`config.mk`:
```
export PLATFORM = sky130hd
export DESIGN_NAME = fanout_fork_ctrl
export DESIGN_NICKNAME = d
export VERILOG_FILES = /design/src/rtl/fanout_fork_ctrl.sv
export SDC_FILE = /design/constraint.sdc
export NUM_CORES = 1
export LEC_CHECK = 0
export CAP_MARGIN = 40
export CORE_MARGIN = 2
export CORE_UTILIZATION = 30
export DETAILED_ROUTE_END_ITERATION = 7
export GPL_TIMING_DRIVEN = 0
export MAX_ROUTING_LAYER = met4
export PLACE_DENSITY = 0.71
export SYNTH_ARGS = -nofsm -noshare
export SYNTH_HDL_FRONTEND = slang
export SYNTH_SLANG_ARGS = --single-unit
```
`constraint.sdc`:
```
create_clock -name CLK -period 1.9 [get_ports CLK]
set_clock_uncertainty 0.05 [all_clocks]
set_input_delay 0.38 -clock CLK [delete_from_list [all_inputs] [get_ports CLK]]
set_output_delay 0.38 -clock CLK [all_outputs]
set_load 0.01 [all_outputs]
```
`src/rtl/fanout_fork_ctrl.sv`:
```
// Eager-fork controller: holds one word and broadcasts it to every enabled branch,
// tracking per-branch acceptance. Optional stall counter under FANOUT_STALL_CNT_EN.
module fanout_fork_ctrl #(
    parameter int unsigned N_OUT = 7,
    parameter int unsigned W     = 16
) (
    input  logic             CLK,
    input  logic             ASYNCRESET,
    input  logic [N_OUT-1:0] cfg_en,
    input  logic             flush,
    input  logic [W-1:0]     in_data,
    input  logic             in_valid,
    output logic             in_ready,
    output logic [W-1:0]     out_data,
    output logic [N_OUT-1:0] out_valid,
    input  logic [N_OUT-1:0] out_ready,
    output logic             busy,
    output logic [15:0]      stall_count
);

    localparam int unsigned CW = 16;

    typedef enum logic {
        EMPTY = 1'b0,
        HELD  = 1'b1
    } state_t;

    state_t           state_q;
    state_t           state_d;
    logic [W-1:0]     hold_data;
    logic [W-1:0]     data_d;
    logic [N_OUT-1:0] en_q;
    logic [N_OUT-1:0] en_d;
    logic [N_OUT-1:0] served_q;
    logic [N_OUT-1:0] served_d;
    logic             hold_valid;
    logic             done;
    logic             load;

    assign hold_valid = (state_q == HELD);
    assign out_valid  = {N_OUT{hold_valid}} & en_q & ~served_q;
    assign out_data   = hold_data;
    assign busy       = hold_valid;

    // Word retires once every enabled branch has taken it or is taking it now.
    assign done     = hold_valid & (&(~en_q | served_q | out_ready));
    assign in_ready = ~flush & (~hold_valid | done);
    assign load     = in_valid & in_ready;

    always_ff @(posedge CLK or posedge ASYNCRESET) begin
        if (ASYNCRESET) begin
            state_q   <= EMPTY;
            hold_data <= '0;
            en_q      <= '0;
            served_q  <= '0;
        end else begin
            state_q   <= state_d;
            hold_data <= data_d;
            en_q      <= en_d;
            served_q  <= served_d;
        end
    end

    always_comb begin
        state_d  = state_q;
        served_d = served_q;
        data_d   = hold_data;
        en_d     = en_q;
        if (flush) begin
            state_d  = EMPTY;
            served_d = '0;
        end else if (load) begin
            state_d  = HELD;
            served_d = '0;
            data_d   = in_data;
            en_d     = cfg_en;
        end else if (done) begin
            state_d  = EMPTY;
            served_d = '0;
        end else begin
            served_d = served_q | (out_valid & out_ready);
        end
    end

`ifdef FANOUT_STALL_CNT_EN
    logic [CW-1:0] stall_q;

    // Saturating count of cycles where a held word could not retire.
    always_ff @(posedge CLK or posedge ASYNCRESET) begin
        if (ASYNCRESET) begin
            stall_q <= '0;
        end else if (hold_valid && !done && !flush && (stall_q != {CW{1'b1}})) begin
            stall_q <= stall_q + CW'(1);
        end
    end

    assign stall_count = stall_q;
`else
    assign stall_count = CW'(0);
`endif

endmodule

```
==> results of run 1 <==
## area by class of cell
class | count | area share
inverters | 2 | 0.00499
plain buffers | 18 | 0.0603
multi-input cells | 78 | 0.285
repair buffers | 66 | 0.272
flip-flops and latches | 31 | 0.310
clock inverters | 1 | 0.00200
clock buffers | 6 | 0.0329
well taps | 67 | 0.0334
## state kept, by name (all words and copies together), names as in the netlist
name	flops
busy	1
en_q	7
out_data	16
served_q	7
## worst max-delay path, stage by stage, from the launching register on
cell and delay [ps]:
dfrtp_1 390, nor3b_2 160, or4_4 550, o21a_1 200, nor2_1 70, buf_2 130
## power groups by stage
stage          clock network, mW  registers (mW)  logic, mW
6_report                   0.512           0.912      0.928
5_1_grt                    0.556           0.931      0.992
4_1_cts                    0.538           0.910      0.892
3_5_place_dp                   0           0.913      0.856
3_3_place_gp                   0           0.913      0.841
2_1_floorplan                  0           0.951      0.421
## stage by stage
step,TNS (ps),cell area [sq um],instances
2_1_floorplan,0,1580,129
3_3_place_gp,-16290,2240,254
3_5_place_dp,-16270,2270,255
4_1_cts,-6220,2420,267
5_1_grt,-6480,2510,269
6_report,-4670,2510,269
## metal layers
| metal | track usage | vias to the layer above |
|---|---|---|
| met5 | - | - |
| met4 | 0.0624 | 0 |
| met3 | 0.0428 | 8 |
| met2 | 0.210 | 50 |
| met1 | 0.149 | 529 |
| li1 | - | 539 |
## worst paths after layout
check | slack, ps | cells past startpoint | to | start
min | 350 | 3 | served_q[3] | out_ready[3]
max reg2reg | -170 | 6 | out_data[5] | en_q[6]
min in group asynchronous | 460 | 2 | out_data[13] | ASYNCRESET
min reg2reg | 460 | 1 | out_data[1] | out_data[1]
max in group asynchronous | 830 | 3 | busy | ASYNCRESET
max | -300 | 5 | in_ready | en_q[6]
## kinds of logic after synthesis
logic type	count (synthesis)	synth area share
AO/OA/AOI/OAI	12	0.0560
buffers and inverters	20	0.0988
flip-flops	31	0.511
multiplexers	23	0.220
other	1	0.00247
AND/OR/NAND/NOR	27	0.112
## what timing repair did
item | CTS | global route
resized for setup | 26 | 14
gates cloned | 1 | 1
pin swaps | 2 | 2
setup endpoints to repair | 38 | 33
setup buffers | 4 | 2
## Yosys cell counts
| cell | n |
|---|---|
| dfrtp_1 | 31 |
| mux2_4 | 20 |
| buf_4 | 16 |
| nor3b_1 | 14 |
| nor2_1 | 9 |
| a21oi_1 | 8 |
| mux2_2 | 3 |
| buf_6 | 2 |
| a2bb2oi_2 | 1 |
| clkinv_1 | 1 |
| conb_1 | 1 |
| inv_1 | 1 |
| nand2b_1 | 1 |
| o21a_1 | 1 |
| o21ba_2 | 1 |
| o31ai_2 | 1 |
| or3_1 | 1 |
| or4_1 | 1 |
| or4_4 | 1 |
==> flow_summary_export.csv, run 1 <==
group,metric,value,unit
grt,grt_antenna_before_repair,0,
die,fp-row-count,25,
power,switchingPower,0.632,mW
grt,grt_usage,0.131,
worst_setup_path,crit_type,"reg2out",
timing,finalHoldViolations,0,
final_layout,antenna_cells,0,
final_layout,multi_input_comb_area,714,sq um
final_layout,nNetsFinal,236,
synth,synthCells,114,
placement,finalWeightedCongestion,0.753,
routing,viasPerCell,4.19,
timing,period_needed,2200,ps
synth,yosys.area.top_type,"dfrtp_1",
synth,synth_seq_cells,31,
routing,drt-met1-wl,1.42,mm
placement,io_buffers,58,
timing,worst_slew_pin_slew,668,ps
die,core,0.00482,sq mm
worst_setup_path,crit_fanout,2,
cts,clk_pin_slew,70,ps
synth,yosys_warnings,0,
routing,drc,0,
die,initial_core_util,0.315,
timing,timing.fmax,0.454,GHz
placement,dp.final_hpwl,2.37,mm
power,power_frac_comb,0.394,
power,total_power,2.35,mW
routing,drtPass1Iterations,4,
hold_path,hp-class,"in2reg",
grt,overflow,0,
timing,slew_viol_final,0,
cts,cts_root_buffer,"clkbuf_8",
placement,preCtsSetupSlack,-851,ps
routing,wl_met2,1.73,mm
routing,wl_per_cell,13.0,um
final_layout,final_cell_mix,"43 x clkdlybuf4s50_1, 30 x dfrtp_1, 20 x mux2_4, 18 x buf_4, 16 x conb_1",
worst_setup_path,cp-start-kind,"flop",
grt,grt_pass1_vias,1091,
synth,ys_top_cells_by_area,"dfrtp_1 51%, mux2_4 20%, buf_4 7.9%, nor3b_1 6.9%, a21oi_1 2.6%",
routing,drt_iter0_markers,24,
grt,grt_max_degree,18,
synth,avgSynthCellArea,13.3,sq um
final_layout,final_layout_size_suffix_gt1_frac,0.366,
routing,routed-wl-met3,291,um
routing,vias,1126,
final_layout,final_core_utilization,0.521,
die,boundaryPins,75,
die,die_y,75.2,um
final_layout,fillers,469,
run,cap_violations,0,
power,p_per_area,937,mW/mm^2
power,peakVddDrop,504,uV
cts,ctsHoldBuffers,0,
status,violations,"negative setup slack",
synth,ys_types,19,
cts,clk_latency,280,ps
power,sw_frac_of_total,0.269,
synth,syn_area,0.00152,sq mm
final_layout,final_common_cell,"clkdlybuf4s50_1",
timing,rsz0062_at_grt,"yes",
die,fp.dieW,75.2,um
die,dieArea,0.00565,sq mm
synth,synth_top_area_share,0.511,
cts,clock_sinks,31,
final_layout,ff_latch_area,777,sq um
routing,ant_nets,0,
power,seqPwrFrac,0.388,
timing,fin_crit_sh,1.16,
power,p_leak,1.22,nW
timing,finalSetupViolCount,31,
power,clkPwrFrac,0.218,
synth,ys_seq_area_frac,0.511,
routing,top_layer_used,"met4",
timing,slew_headroom,0.554,
worst_setup_path,critical_path_arrival,1770,ps
worst_setup_path,end_kind,"output pin",
cts,htree_levels,2,
worst_setup_path,crit_required,1470,ps
final_layout,area_growth,65.2,%
cts,cts_buffers,5,
routing,wl,3.50,mm
timing,setup_slack,-301,ps
grt,grt_pass1_wl,5.15,mm
power,internal_power,1.72,mW
cts,cts_tree,"yes",
status,status,"complete, but fails checks",
timing,hold_slack,347,ps
cts,clockBufferDepth,2,
No activity file was read; power rests on OpenSTA's default activity.
==> run 2, diff against run 1 <==
--- a/config.mk
+++ b/config.mk
@@ -11,7 +11,7 @@
 export DETAILED_ROUTE_END_ITERATION = 7
 export GPL_TIMING_DRIVEN = 0
 export MAX_ROUTING_LAYER = met4
-export PLACE_DENSITY = 0.71
+export PLACE_DENSITY = 0.69
 export SYNTH_ARGS = -nofsm -noshare
 export SYNTH_HDL_FRONTEND = slang
 export SYNTH_SLANG_ARGS = --single-unit
==> constraint.sdc (replaced) <==
create_clock -name CLK -period 2.3 [get_ports CLK]
set_clock_uncertainty 0.05 [all_clocks]
set_input_delay 0.46 -clock CLK [delete_from_list [all_inputs] [get_ports CLK]]
set_output_delay 0.46 -clock CLK [all_outputs]
set_load 0.01 [all_outputs]
==> run 2 against run 1 <==
Effect of this change:
- the flow now finishes without violations
- utilization fell by 2.1 points
- clock power fell by 22%
- first-iteration DRC count shrank 4.2%
- final area shrank 3.9%
- routed wire length shrank 7.5%
- worst hold slack improved by 110 ps
- critical endpoint unchanged
- largest cell class unchanged
==> flow_summary_export.csv, run 2 (synthesized netlist as in run 1, its figures left out) <==
group,metric,value,unit
status,status,"complete, no violations",
worst_setup_path,critical_path_arrival,1780,ps
power,clkPwrFrac,0.209,
die,fp.dieW,75.2,um
routing,wl_per_cell,12.0,um
cts,htree_levels,2,
worst_setup_path,crit_required,1790,ps
placement,io_buffers,58,
grt,grt_pass1_wl,5.25,mm
timing,finalHoldViolations,0,
cts,cts_tree,"yes",
final_layout,antenna_cells,0,
timing,period_needed,2290,ps
power,sw_frac_of_total,0.268,
worst_setup_path,cp-start-kind,"flop",
die,dieArea,0.00565,sq mm
routing,top_layer_used,"met4",
final_layout,final_core_utilization,0.500,
cts,clock_sinks,31,
power,seqPwrFrac,0.395,
worst_setup_path,crit_fanout,3,
final_layout,nNetsFinal,235,
timing,slew_headroom,0.610,
final_layout,final_cell_mix,"51 x clkdlybuf4s50_1, 31 x dfrtp_1, 22 x buf_4, 20 x mux2_4, 16 x conb_1",
final_layout,final_common_cell,"clkdlybuf4s50_1",
grt,grt_pass1_vias,1137,
cts,clk_pin_slew,60,ps
grt,grt_max_degree,21,
grt,overflow,0,
timing,rsz0062_at_grt,"yes",
final_layout,ff_latch_area,776,sq um
power,switchingPower,0.508,mW
placement,placed_area,0.00227,sq mm
die,core,0.00482,sq mm
worst_setup_path,crit_type,"reg2out",
worst_setup_path,end_kind,"output pin",
routing,drtPass1Iterations,4,
die,initial_core_util,0.315,
cts,clk_latency,270,ps
routing,drc,0,
routing,ant_nets,0,
die,boundaryPins,75,
grt,grt_antenna_before_repair,0,
final_layout,final_layout_size_suffix_gt1_frac,0.317,
final_layout,multi_input_comb_area,676,sq um
cts,ctsHoldBuffers,0,
die,die_y,75.2,um
routing,vias,1083,
placement,dp.final_hpwl,2.28,mm
routing,drt-met1-wl,1.45,mm
routing,drt_iter0_markers,23,
cts,cts_buffers,5,
routing,routed-wl-met3,201,um
final_layout,largest_register_ffs,16,
power,p_per_area,788,mW/mm^2
final_layout,area_growth,58.6,%
power,p_leak,1.12,nW
power,internal_power,1.39,mW
timing,setup-tns-final,0,ps
routing,wl,3.24,mm
hold_path,hp-class,"reg2reg",
grt,grt_usage,0.129,
timing,slew_viol_final,0,
run,cap_violations,0,
timing,timing.fmax,0.437,GHz
power,peakVddDrop,392,uV
timing,hold_slack,455,ps
final_layout,stdcell_area,0.00241,sq mm
power,power_frac_comb,0.396,
final_layout,fillers,449,
routing,viasPerCell,4.03,
cts,clockBufferDepth,2,
timing,worst_slew_pin_slew,582,ps
placement,finalWeightedCongestion,0.685,
cts,cts_root_buffer,"clkbuf_8",
timing,finalSetupViolCount,0,
timing,fin_crit_sh,0.995,
die,fp-row-count,25,
routing,wl_met2,1.55,mm
[run 2: what timing repair did]
item | 4_1_cts | 5_1_grt
resized for setup | 14 | 3
pin swaps | 3 | 2
hold endpoints to repair | 0 | 0
setup endpoints to repair | 8 | 8
buffers inserted | 4 | 2
[run 2: routing by layer]
metal / vias to the layer above / global-route usage
met5: - / -
met4: 0 / 0.0234
met3: 4 / 0.0442
met2: 47 / 0.216
met1: 489 / 0.153
li1: 543 / -
[run 2: layout make-up]
| cell class | instances | share of cell area |
|---|---|---|
| sequential | 31 | 0.322 |
| multi-input combinational | 78 | 0.280 |
| timing repair buffer | 65 | 0.266 |
| buffer | 18 | 0.0592 |
| tap | 67 | 0.0348 |
| clock buffer | 7 | 0.0317 |
| inverter | 2 | 0.00415 |
| clock inverter | 1 | 0.00208 |
[run 2: power groups by stage]
stage / Combinational (mW) / Sequential (mW) / Clock [mW]
after global routing: 0.807 / 0.768 / 0.446
final: 0.752 / 0.749 / 0.397
after CTS: 0.736 / 0.748 / 0.428
after floorplan: 0.347 / 0.786 / 0
after global placement: 0.696 / 0.754 / 0
after detailed placement: 0.706 / 0.754 / 0
[run 2: worst paths after layout]
kind	startpoint	to	slack [ps]	cells after the start
worst max-delay path	en_q[0]	in_ready	10	5
worst min-delay path	out_data[9]	out_data[9]	450	1
worst max register to register	en_q[0]	en_q[5]	190	6
worst min register to register	out_data[9]	out_data[9]	450	1
max in group asynchronous	ASYNCRESET	served_q[1]	1230	3
min in group asynchronous	ASYNCRESET	out_data[1]	480	2
[run 2: worst max-delay path, stage by stage (launching register included)]
cell     delay, ps
dfrtp_1        400
nor3b_4        160
or4_4          530
o21a_1         210
nor2_1          80
buf_2          130
[run 2: metrics by stage]
step           instances  total power, mW  setup slack, ps
2_1_floorplan        129             1.13              385
3_3_place_gp         254             1.45             -620
3_5_place_dp         255             1.46             -616
4_1_cts              267             1.91             8.14
5_1_grt              269             2.02            -73.0
6_report             269             1.90             12.3
